$ cat src/rtl/ps2_mouse_packet_ctrl.sv
// PS/2 mouse receive controller.
// Samples Ps2_Clk/Ps2_Data on Tick_En, frames 11-bit PS/2 words, assembles
// 3-byte movement packets and hands them to the LED logic via valid/ack.
// Build option: define MOUSE_OVF_SAT_EN to saturate an axis when its
// overflow bit in byte0 is set; otherwise the raw 9-bit deltas are passed on.
//
// Frame FSM
//   state     | meaning
//   F_IDLE    | waiting for a start bit (data 0 on a falling edge)
//   F_DATA    | shifting in 8 data bits, LSB first
//   F_PARITY  | capturing the odd-parity bit
//   F_STOP    | checking stop bit, handing the byte to the packet FSM
//
// Packet FSM
//   state     | meaning
//   P_BYTE0   | expecting header byte (bit3 must be 1)
//   P_BYTE1   | expecting X delta low byte
//   P_BYTE2   | expecting Y delta low byte; completion on good byte
module ps2_mouse_packet_ctrl #(
    parameter int FILT_LEN      = 4,
    parameter int TIMEOUT_TICKS = 2000
) (
    input  logic       Clk,
    input  logic       Rst_n,
    input  logic       Tick_En,
    input  logic       Ps2_Clk,
    input  logic       Ps2_Data,
    input  logic       Pkt_Ack,
    output logic       Pkt_Valid,
    output logic [2:0] Buttons,
    output logic [8:0] Dx,
    output logic [8:0] Dy,
    output logic       Err_Parity,
    output logic       Err_Frame,
    output logic       Pkt_Drop
);

    localparam int FCW = $clog2(FILT_LEN + 1);
    localparam int TCW = $clog2(TIMEOUT_TICKS + 1);
    localparam logic [FCW-1:0] FILT_LAST = FCW'(FILT_LEN - 1);
    localparam logic [TCW-1:0] TO_LOAD   = TCW'(TIMEOUT_TICKS);

    typedef enum logic [1:0] {F_IDLE, F_DATA, F_PARITY, F_STOP} frm_state_t;
    typedef enum logic [1:0] {P_BYTE0, P_BYTE1, P_BYTE2} pkt_state_t;

    logic           clk_s1, clk_s2, dat_s1, dat_s2;
    logic           clk_filt;
    logic [FCW-1:0] filt_cnt;
    logic           flip, fall_edge, bit_in;
    logic [TCW-1:0] to_cnt;
    logic           timeout;

    frm_state_t     frm_state, frm_next;
    pkt_state_t     pkt_state, pkt_next;
    logic [2:0]     bit_cnt, bit_cnt_next;
    logic [7:0]     shreg, shreg_next;
    logic           par_ok, par_ok_next;
    logic [4:0]     hdr_q, hdr_next;     // {sign_y, sign_x, buttons[2:0]}
    logic [7:0]     b1_q, b1_next;
`ifdef MOUSE_OVF_SAT_EN
    logic [1:0]     ovf_q, ovf_next;     // {ovf_y, ovf_x}
`endif
    logic           err_par_set, err_frm_set, pkt_done;
    logic [8:0]     dx_new, dy_new;

    // Two-flop synchronizers; lines idle high so reset to 1.
    always_ff @(posedge Clk or negedge Rst_n) begin
        if (!Rst_n) begin
            clk_s1 <= 1'b1;
            clk_s2 <= 1'b1;
            dat_s1 <= 1'b1;
            dat_s2 <= 1'b1;
        end else begin
            clk_s1 <= Ps2_Clk;
            clk_s2 <= clk_s1;
            dat_s1 <= Ps2_Data;
            dat_s2 <= dat_s1;
        end
    end

    // The filtered level flips on the FILT_LEN-th consecutive tick at the new level.
    assign flip      = Tick_En && (clk_s2 != clk_filt) && (filt_cnt == FILT_LAST);
    assign fall_edge = flip && clk_filt;
    assign bit_in    = dat_s2;

    // Ps2_Clk glitch filter, advanced only on sampling ticks.
    always_ff @(posedge Clk or negedge Rst_n) begin
        if (!Rst_n) begin
            clk_filt <= 1'b1;
            filt_cnt <= '0;
        end else if (Tick_En) begin
            if (clk_s2 != clk_filt) begin
                if (filt_cnt == FILT_LAST) begin
                    clk_filt <= clk_s2;
                    filt_cnt <= '0;
                end else begin
                    filt_cnt <= filt_cnt + 1'b1;
                end
            end else begin
                filt_cnt <= '0;
            end
        end
    end

    // Inactivity timer: reloads on every falling edge, counts ticks down to zero.
    always_ff @(posedge Clk or negedge Rst_n) begin
        if (!Rst_n) begin
            to_cnt <= TO_LOAD;
        end else if (fall_edge) begin
            to_cnt <= TO_LOAD;
        end else if (Tick_En && (to_cnt != '0)) begin
            to_cnt <= to_cnt - 1'b1;
        end
    end

    // Idle receiver with nothing pending has nothing to abort.
    assign timeout = Tick_En && !fall_edge && (to_cnt == TCW'(1))
                     && !((frm_state == F_IDLE) && (pkt_state == P_BYTE0));

    // Frame and packet sequencing; byte2 completes straight from the shift register.
    always_comb begin
        frm_next     = frm_state;
        pkt_next     = pkt_state;
        bit_cnt_next = bit_cnt;
        shreg_next   = shreg;
        par_ok_next  = par_ok;
        hdr_next     = hdr_q;
        b1_next      = b1_q;
`ifdef MOUSE_OVF_SAT_EN
        ovf_next     = ovf_q;
`endif
        err_par_set  = 1'b0;
        err_frm_set  = 1'b0;
        pkt_done     = 1'b0;
        if (timeout) begin
            frm_next = F_IDLE;
            pkt_next = P_BYTE0;
        end else if (fall_edge) begin
            case (frm_state)
                F_IDLE: begin
                    if (bit_in) begin
                        err_frm_set = 1'b1;
                    end else begin
                        frm_next     = F_DATA;
                        bit_cnt_next = 3'd0;
                    end
                end
                F_DATA: begin
                    shreg_next   = {bit_in, shreg[7:1]};
                    bit_cnt_next = bit_cnt + 3'd1;
                    if (bit_cnt == 3'd7) frm_next = F_PARITY;
                end
                F_PARITY: begin
                    par_ok_next = ^{bit_in, shreg};
                    frm_next    = F_STOP;
                end
                F_STOP: begin
                    frm_next = F_IDLE;
                    if (!par_ok) begin
                        err_par_set = 1'b1;
                        pkt_next    = P_BYTE0;
                    end else if (!bit_in) begin
                        err_frm_set = 1'b1;
                        pkt_next    = P_BYTE0;
                    end else begin
                        case (pkt_state)
                            P_BYTE0: begin
                                if (!shreg[3]) begin
                                    err_frm_set = 1'b1;
                                end else begin
                                    hdr_next = {shreg[5:4], shreg[2:0]};
`ifdef MOUSE_OVF_SAT_EN
                                    ovf_next = shreg[7:6];
`endif
                                    pkt_next = P_BYTE1;
                                end
                            end
                            P_BYTE1: begin
                                b1_next  = shreg;
                                pkt_next = P_BYTE2;
                            end
                            P_BYTE2: begin
                                pkt_done = 1'b1;
                                pkt_next = P_BYTE0;
                            end
                            default: pkt_next = P_BYTE0;
                        endcase
                    end
                end
                default: frm_next = F_IDLE;
            endcase
        end
    end

    // Receiver state registers.
    always_ff @(posedge Clk or negedge Rst_n) begin
        if (!Rst_n) begin
            frm_state <= F_IDLE;
            pkt_state <= P_BYTE0;
            bit_cnt   <= 3'd0;
            shreg     <= 8'd0;
            par_ok    <= 1'b1;
            hdr_q     <= 5'd0;
            b1_q      <= 8'd0;
`ifdef MOUSE_OVF_SAT_EN
            ovf_q     <= 2'd0;
`endif
        end else begin
            frm_state <= frm_next;
            pkt_state <= pkt_next;
            bit_cnt   <= bit_cnt_next;
            shreg     <= shreg_next;
            par_ok    <= par_ok_next;
            hdr_q     <= hdr_next;
            b1_q      <= b1_next;
`ifdef MOUSE_OVF_SAT_EN
            ovf_q     <= ovf_next;
`endif
        end
    end

    // Axis decode of the packet being completed.
    always_comb begin
        dx_new = {hdr_q[3], b1_q};
        dy_new = {hdr_q[4], shreg};
`ifdef MOUSE_OVF_SAT_EN
        if (ovf_q[0]) dx_new = hdr_q[3] ? 9'h100 : 9'h0FF;
        if (ovf_q[1]) dy_new = hdr_q[4] ? 9'h100 : 9'h0FF;
`endif
    end

    // Output hold register with valid/ack handshake and error pulses.
    always_ff @(posedge Clk or negedge Rst_n) begin
        if (!Rst_n) begin
            Pkt_Valid  <= 1'b0;
            Buttons    <= 3'd0;
            Dx         <= 9'd0;
            Dy         <= 9'd0;
            Err_Parity <= 1'b0;
            Err_Frame  <= 1'b0;
            Pkt_Drop   <= 1'b0;
        end else begin
            Err_Parity <= err_par_set;
            Err_Frame  <= err_frm_set;
            Pkt_Drop   <= 1'b0;
            if (pkt_done) begin
                if (!Pkt_Valid || Pkt_Ack) begin
                    Pkt_Valid <= 1'b1;
                    Buttons   <= hdr_q[2:0];
                    Dx        <= dx_new;
                    Dy        <= dy_new;
                end else begin
                    Pkt_Drop <= 1'b1;
                end
            end else if (Pkt_Valid && Pkt_Ack) begin
                Pkt_Valid <= 1'b0;
            end
        end
    end

endmodule
$ cat config.mk
export PLATFORM = sky130hd
export DESIGN_NAME = ps2_mouse_packet_ctrl
export DESIGN_NICKNAME = d
export VERILOG_FILES = /design/src/rtl/ps2_mouse_packet_ctrl.sv
export SDC_FILE = /design/constraint.sdc
export NUM_CORES = 1
export LEC_CHECK = 0
export CAP_MARGIN = 0
export CORE_ASPECT_RATIO = 0.75
export CORE_MARGIN = 2
export CORE_UTILIZATION = 35
export DETAILED_ROUTE_END_ITERATION = 10
export SKIP_LAST_GASP = 1
export SYNTH_ARGS = -nofsm -noshare
export SYNTH_HDL_FRONTEND = slang
export SYNTH_SLANG_ARGS = --single-unit
$ cat constraint.sdc
create_clock -name Clk -period 2.96 [get_ports Clk]
set_input_delay 0.592 -clock Clk [delete_from_list [all_inputs] [get_ports Clk]]
set_output_delay 0.592 -clock Clk [all_outputs]
set_load 0.02 [all_outputs]
---- Word-level counts from Yosys, hierarchy flattened ----
Index checks and enable logic that the tools add are counted.
word-level totals
  input bits .............................. 6
  register bits ........................... 73
operators by class
  reduce and logical (&&, ||, !) cells .... 32
  eq/ne operators ......................... 14
  bitwise gates (word level) .............. 1
  add/sub/neg operators ................... 3
  mux-type cells .......................... 41
operators with widths
  operator                                             number
  two-way mux 1 bit                                    22
  two-way mux 11 bit                                   2
  two-way mux 2 bit                                    10
  AND reduction 3 bit                                  5
  == test 11 x 1 -> 1 bit (second input constant)      1
  nonzero test 11 bit                                  1
  subtractor 11 x 1 -> 11 bit (second input constant)  1
  nonzero test 2 bit                                   5
  logical AND 1 bit                                    9
  two-way mux 3 bit                                    3
  parity 9 bit                                         1
  one-hot mux 2 bit (4 select lines)                   1
  AND reduction 7 bit                                  1
  adder 3 x 1 -> 3 bit (second input constant)         2
  == test 2 bit (second input constant)                3
  inequality test 3 bit (second input constant)        2
  one-hot mux 3 bit (2 select lines)                   1
  AND reduction 6 bit                                  1
  inequality test 5 bit (second input constant)        1
  == test 2 x 1 -> 1 bit (second input constant)       2
  zero test 2 bit                                      2
  one-hot mux 2 bit (2 select lines)                   1
  AND reduction 2 bit                                  2
  AND reduction 4 bit                                  1
  other kinds (9)                                      11

---- Logic depth before layout (Yosys ltp) ----
Gate-level depths: netlist of run 1.
  word-level depth ........................ 11
  mapped depth ............................ 7

---- Worst setup path after synthesis of run 1 ----
Ideal clock, no wire load.
  path type ............................... flip-flop to flip-flop
  start ................................... register dat_s2 (netlist: bit_in)
  end ..................................... register Buttons[0]
  path buffers ............................ 2
  required time ........................... 2.835 ns
  clock period less this slack ............ 1.963 ns
  stages on the path, launching flop included .. 7
  data arrival time ....................... 1.838 ns
  setup time .............................. 0.125 ns
  slack ................................... 0.997 ns
  cell sequence ........................... dfstp_2 > buf_4 > nand3_4 > or4_4 > nand2b_4 > buf_6 > mux2_4
on the way
  longest elaborated chain between the ends .. 6
RTL lines
  element                               RTL line  RTL
  start: declaration                    46        logic clk_s1, clk_s2, dat_s1, dat_s2;
  start signal: assignment              77        dat_s2 <= dat_s1;
  two-way mux 1 bit                     162       end else if (!bit_in) begin
  two-way mux 1 bit                     159       if (!par_ok) begin
  two-way mux 1 bit                     139       case (frm_state)
  two-way mux 1 bit                     138       end else if (fall_edge) begin
  two-way mux 1 bit                     135       if (timeout) begin
  AND reduction 2 bit (no source line)  n/a
  end signal: assignment                249       Buttons <= hdr_q[2:0];
  end: declaration                      30        output logic [2:0] Buttons,
Every way passes these cells.
A chain may end at the register's enable or synchronous reset.

---- Worst setup path after layout of run 1 ----
  start ................................... input Tick_En
  end ..................................... register Dy[8]
on the way
  longest elaborated chain between the ends .. 9
  elaborated cells between the ends (all ways) .. 10
RTL lines
  element                                   RTL line  RTL
  start: declaration                        25        input logic Tick_En,
  logical AND 1 bit (2 in a row)            82        assign flip = Tick_En && (clk_s2 != clk_filt) && (filt_cnt == FILT_LAST);
  logical AND 1 bit                         83        assign fall_edge = flip && clk_filt;
  zero test 1 bit                           117       assign timeout = Tick_En && !fall_edge && (to_cnt == TCW'(1))
  logical AND 1 bit (2 in a row)            117
  logical AND 1 bit                         118       && !((frm_state == F_IDLE) && (pkt_state == P_BYTE0));
  two-way mux 1 bit (*)                     135
  AND reduction 2 bit (no source line) (*)  n/a
  end signal: assignment                    251       Dy <= dy_new;
  end: declaration                          32        output logic [8:0] Dy,
Every way passes the cells marked *; elsewhere a longest branch is shown, timed or not.

==> run metrics, run 1 <==
Clock Latency Late Sink 0.33 ns; cell row count 31; WP data required 3.17 ns; endpoint class of the critical path register; PnR Total Power 2.757 mW; io pins 31; MaxCap Viol Count 0; ANT cells 0; Synth warnings 0; clock sink count 73; hpwl dp 4176 um; die area 10730 um^2; largest net degree at the start of global routing 74; RSZ-0062 raised after global routing false; Hold Buf Count CTS 0; DRC violations left 0; synth top area cells dfrtp_1, dfstp_2, mux2_4; post-cts resize count 0; sequential area share after synthesis 0.5308; post-synthesis register bit count 73; ys flop type dfrtp_1; initial antenna violation count 0; syn nets 280; initial core utilization 0.3592; Die Span Y 90.23 um; fin nets 319; synthesized area 3470 um^2; post-route ant nets 0; Post-Route WL 6286 um; share of layout cells above drive strength 1 0.2857; post-DR wirelength/cell 14.29 um; CTS tree yes; Synth top area share 0.4400; Port Buffers 30; Worst Tran Pin Value 0.9070 ns; Reg clk slew, reported paths 0.06 ns; core area 9658 um^2; H-tree Lvls 3; Die Wd 119.0 um; worst hold path class reg2reg; CP Class in2reg; detail-routed via count per cell 4.686; CP Max Fanout 21; final slew viol count 0; Cells after Synth 264; vias in the first global route 2025; P&R area growth vs syn 21.42%; RD Place Congestion 0.7889; CP Launch Type input port; buffer count from post-CTS setup fixing 0; fin crit period 2.321 ns; status finished clean; GRT Util Overall 0.1279; EDFF count, synth 0; worst rel slew slack 0.3953; Async SR Flop Fraction 1.000; Root Buffer clkbuf_16; LEAKAGE 1.959 nW; distinct cell type count of the synthesized netlist 52; vias post-DR 2062; GR Overflow Total 0; Setup TNS 0 ns; largest area contributor in the netlist dfrtp_1; Final Hold Vio Count 0; CTS Buf Count 9; final setup violation count 0; drt first-iter violations 174; top-count cell post-synth dfrtp_1; Tcrit/Tclk final 0.7841; clock buffer depth 2; power density cells 654.4 nW/um^2; global-route wire length before repair 10810 um; fmax 430.8 MHz; Peak VDD IR 0.0002628 V; most frequent cells after synthesis dfrtp_1, mux2_2, mux2_4, nand2_1, nor2_1; Mean Syn Cell Area 13.14 um^2; Worst Skew 0.005843 ns; Arrival @ worst endpoint 2.53 ns; DRT Pass-1 Iters 4
## kinds of logic after synthesis
family / Yosys count / share of synthesized area
AOI/OAI and AO/OA: 33 / 0.06924
xor gates and xnor gates: 11 / 0.03174
adders and majority gates: 10 / 0.03606
buffers and inverters: 17 / 0.02633
DFF: 73 / 0.5308
muxes: 44 / 0.1641
and+or+nand+nor: 76 / 0.1417
## placed cells by master (no fill, tap or decap), types with 4 or more instances in the layout
master            n
buf_4             6
dfstp_2          12
ha_1             10
dfrtp_1          61
or3_1             5
xnor2_1           7
nand2b_1          4
inv_1            10
nand2_1          17
a21oi_1           5
clkbuf_16         9
mux2_4           20
o31ai_1           4
nor2_1           14
mux2_2           22
o21ai_0           8
clkdlybuf4s50_1  29
nand3_1          12
## final cells by class
cell class,count,area (um^2)
clock buffer,10,229.0
clock inverter,6,67.56
fill,868,5445
inverter,10,37.54
multi-input combinational,174,1536
sequential,73,1842
tap,132,165.2
timing repair buffer,35,335.3
## critical path, stage by stage
cell and delay [ns]:
clkdlybuf4s50_1 0.53, nand3b_4 0.13, or4_4 0.54, nand2b_4 0.35, mux2_4 0.38
## through the flow
step | worst slack (ns) | area (um^2) | util | hold WS (ns) | cells
3_3_place_gp | 0.3091 | 3916 | 0.4055 | 0.3478 | 424
4_1_cts | 0.6347 | 4213 | 0.4362 | 0.3638 | 440
2_1_floorplan | 0.9968 | 3470 | - | 0.2964 | 264
6_report | 0.6390 | 4213 | 0.4362 | 0.3622 | 440
3_5_place_dp | 0.2838 | 3916 | 0.4055 | 0.3473 | 424
5_1_grt | 0.5771 | 4213 | 0.4362 | 0.3700 | 440
## sequential cells by signal, indices dropped and copies added (netlist names)
register / count
Err_Parity: 1
clk_s1: 1
Dx: 9
Pkt_Drop: 1
Dy: 9
hdr_q: 5
clk_s2: 1
filt_cnt: 3
Err_Frame: 1
Buttons: 3
to_cnt: 11
par_ok: 1
frm_state: 2
clk_filt: 1
bit_cnt: 3
bit_in: 1
pkt_state: 2
dat_s1: 1
shreg: 8
b1_q: 8
Pkt_Valid: 1
## final timing paths
| check | startpoint | to | slack, ns | cells after the start |
|---|---|---|---|---|
| max | Tick_En | Dy[8]$_DFFE_PN0P_ | 0.64 | 5 |
| min | clk_s1$_DFF_PN1_ | clk_s2$_DFF_PN1_ | 0.36 | 0 |
| max reg2reg | bit_in$_DFF_PN1_ | Dy[8]$_DFFE_PN0P_ | 0.79 | 4 |
| min reg2reg | clk_s1$_DFF_PN1_ | clk_s2$_DFF_PN1_ | 0.36 | 0 |
| max in group asynchronous | Rst_n | bit_cnt[1]$_DFFE_PN0P_ | 1.97 | 1 |
| min in group asynchronous | Rst_n | Err_Frame$_DFF_PN0_ | 0.38 | 1 |
## layer usage
metal	wire, um	global-route usage
met3	238	0.03934
met4	95	0.04762
met2	2525	0.1686
met1	3427	0.1936
met5	0	0
## where the power goes
part | switching, mW | total (mW) | internal (mW)
Sequential | 0.106 | 1.24 | 1.13
Clock | 0.416 | 1.07 | 0.655
Combinational | 0.265 | 0.448 | 0.183
Note: power is estimated with default switching activity, not from simulation.
==> run 2, diff against run 1 <==
Clock period 2.96 ns to 1.9 ns, I/O delays scaled along.
==> run 2 against run 1 <==
Compared with the run above:
- the run now ends with negative setup slack left
- via count increased by 11%
- design area is 9.8% higher
- die area stayed put
- critical path depth rose by 1
- sequential share of layout area shrank 3.9 points
- flip-flop and latch count unchanged
- hold slack got worse by 0.29 ns
- global-route usage is 1.3 points higher
- critical endpoint is now Dx[0]$_DFFE_PN0P_
- largest cell class unchanged
==> run metrics, run 2 (synthesized netlist as in run 1, its figures left out) <==
Worst R2R Path Depth 6; reg2reg setup slack -0.02 ns; failing checks negative setup slack; dpl ws -0.4187 ns; Clock Latency Late Sink 0.33 ns; fin crit period 1.916 ns; global-route wire length before repair 12100 um; Root Buffer clkbuf_16; Worst path max stage delay 0.52 ns; CTS Buf Count 9; PnR Total Power 4.805 mW; final setup violation count 18; clock buffer depth 2; clock sink count 73; Die Wd 119.0 um; largest net degree at the start of global routing 74; Post-Route WL 6851 um; post-DR wirelength/cell 14.30 um; Port Buffers 30; initial antenna violation count 0; Top reg by flops to_cnt; Arrival @ worst endpoint 2.13 ns; commonest cells after routing, fill and taps aside dfrtp_1, buf_4, clkdlybuf4s50_1, mux2_2, mux2_4; worst reg2reg startpoint filt_cnt[0]$_DFFE_PN0P_; CP Class reg2reg; fmax 521.9 MHz; drt first-iter violations 119; crit-path cells ha_4 -> nand3b_4 -> or4_4 -> nand2b_4 -> buf_12 -> mux2_4; RSZ-0062 raised after global routing true; P&R area growth vs syn 33.32%; CP Launch Type register; Reg clk slew, reported paths 0.06 ns; final slew viol count 0; CTS tree yes; worst setup margin -0.01600 ns; Worst Tran Pin Value 0.3882 ns; ANT cells 0; slowest library cell on the worst path or4_4; Finished Core Util 0.4789; H-tree Lvls 3; worst rel slew slack 0.7412; Tcrit/Tclk final 1.008; Reg2Reg Capture Point Dx[0]$_DFFE_PN0P_; Largest register FFs 11; vias post-DR 2296; die area 10730 um^2; DRC violations left 0; GRT Util Overall 0.1412; Top Registers to_cnt: 11 flops, Dx: 9 flops, Dy: 9 flops; initial core utilization 0.3592; endpoint class of the critical path register; status finished, violations left; Final Hold Vio Count 0; vias in the first global route 2414; Die Span Y 90.23 um; worst hold path class in2async; cell row count 31; MaxCap Viol Count 0; io pins 31; share of layout cells above drive strength 1 0.3919; RD Place Congestion 0.8001; core area 9658 um^2; hpwl dp 4792 um; CP Max Fanout 13; DRT Pass-1 Iters 4; detail-routed via count per cell 4.793; WP data required 2.12 ns; Peak VDD IR 0.0005827 V; power density cells 1039 nW/um^2; fin nets 358; GR Overflow Total 0; post-route ant nets 0; Worst Skew 0.006901 ns; LEAKAGE 2.192 nW; commonest non-fill, non-tap cell in the layout dfrtp_1
[run 2: worst max-delay path, delay by kind of cell (launching register included)]
kind                     cells  cell delay, ns
adder cells (fa/ha/maj)      1            0.17
buffers and inverters        1            0.16
flip-flops                   1            0.39
multiplexers                 1            0.30
AND/OR/NAND/NOR              3            0.78
[run 2: layout make-up]
cell class	count	area [um^2]
fill	838	5032
timing repair buffer	74	676.9
tap	132	165.2
multi-input combinational	174	1579
clock inverter	7	100.1
clock buffer	9	225.2
sequential	73	1842
inverter	10	37.54
[run 2: how the worst max path moves through the flow]
| stage | endpoint | from |
|---|---|---|
| global placement | Buttons[2]$_DFFE_PN0P_ | Tick_En |
| detailed placement | b1_q[1]$_DFFE_PN0P_ | Tick_En |
| finish | Dx[0]$_DFFE_PN0P_ | filt_cnt[0]$_DFFE_PN0P_ |
| global route | Dx[2]$_DFFE_PN0P_ | filt_cnt[0]$_DFFE_PN0P_ |
| floorplan | Buttons[0]$_DFFE_PN0P_ | filt_cnt[1]$_DFFE_PN0P_ |
| CTS | Dx[2]$_DFFE_PN0P_ | filt_cnt[0]$_DFFE_PN0P_ |
[run 2: power breakdown]
part / leakage [nW] / switching (mW) / internal, mW
Sequential: 0.966 / 0.128 / 1.76
Clock: 0.161 / 0.667 / 1.16
Combinational: 1.06 / 0.560 / 0.525
[run 2: metal layers]
| layer | vias up | routed length, um | GRT usage | part of all wire |
|---|---|---|---|---|
| met5 | - | 0 | 0 | 0 |
| met4 | 0 | 78 | 0.04067 | 0.011 |
| met2 | 38 | 3056 | 0.2117 | 0.45 |
| met1 | 1146 | 3469 | 0.1978 | 0.51 |
| met3 | 10 | 247 | 0.04188 | 0.036 |
| li1 | 1102 | - | - | - |
[run 2: stage by stage]
| step | std cells | setup TNS, ns | cell area [um^2] | hold slack [ns] |
|---|---|---|---|---|
| 2_1_floorplan | 264 | -0.05639 | 3483 | 0.08441 |
| 3_3_place_gp | 459 | -14.71 | 4217 | 0.3488 |
| 3_5_place_dp | 459 | -15.02 | 4217 | 0.3489 |
| 4_1_cts | 477 | -0.1897 | 4577 | 0.08688 |
| 5_1_grt | 479 | -1.175 | 4626 | 0.1035 |
| 6_report | 479 | -0.1604 | 4626 | 0.06837 |
[run 2: timing repair]
action	4_1_cts	5_1_grt
pin swaps	0	2
hold buffers	0	0
gates resized for setup	5	10
setup buffers	2	2
setup endpoints to repair	30	40
==> run 3, diff against run 2 <==
Settings changed: ABC_CLOCK_PERIOD_IN_PS from default to 1900.
==> results of run 3 <==
No change in the layout: final DEF, timing and power equal those of run 2.
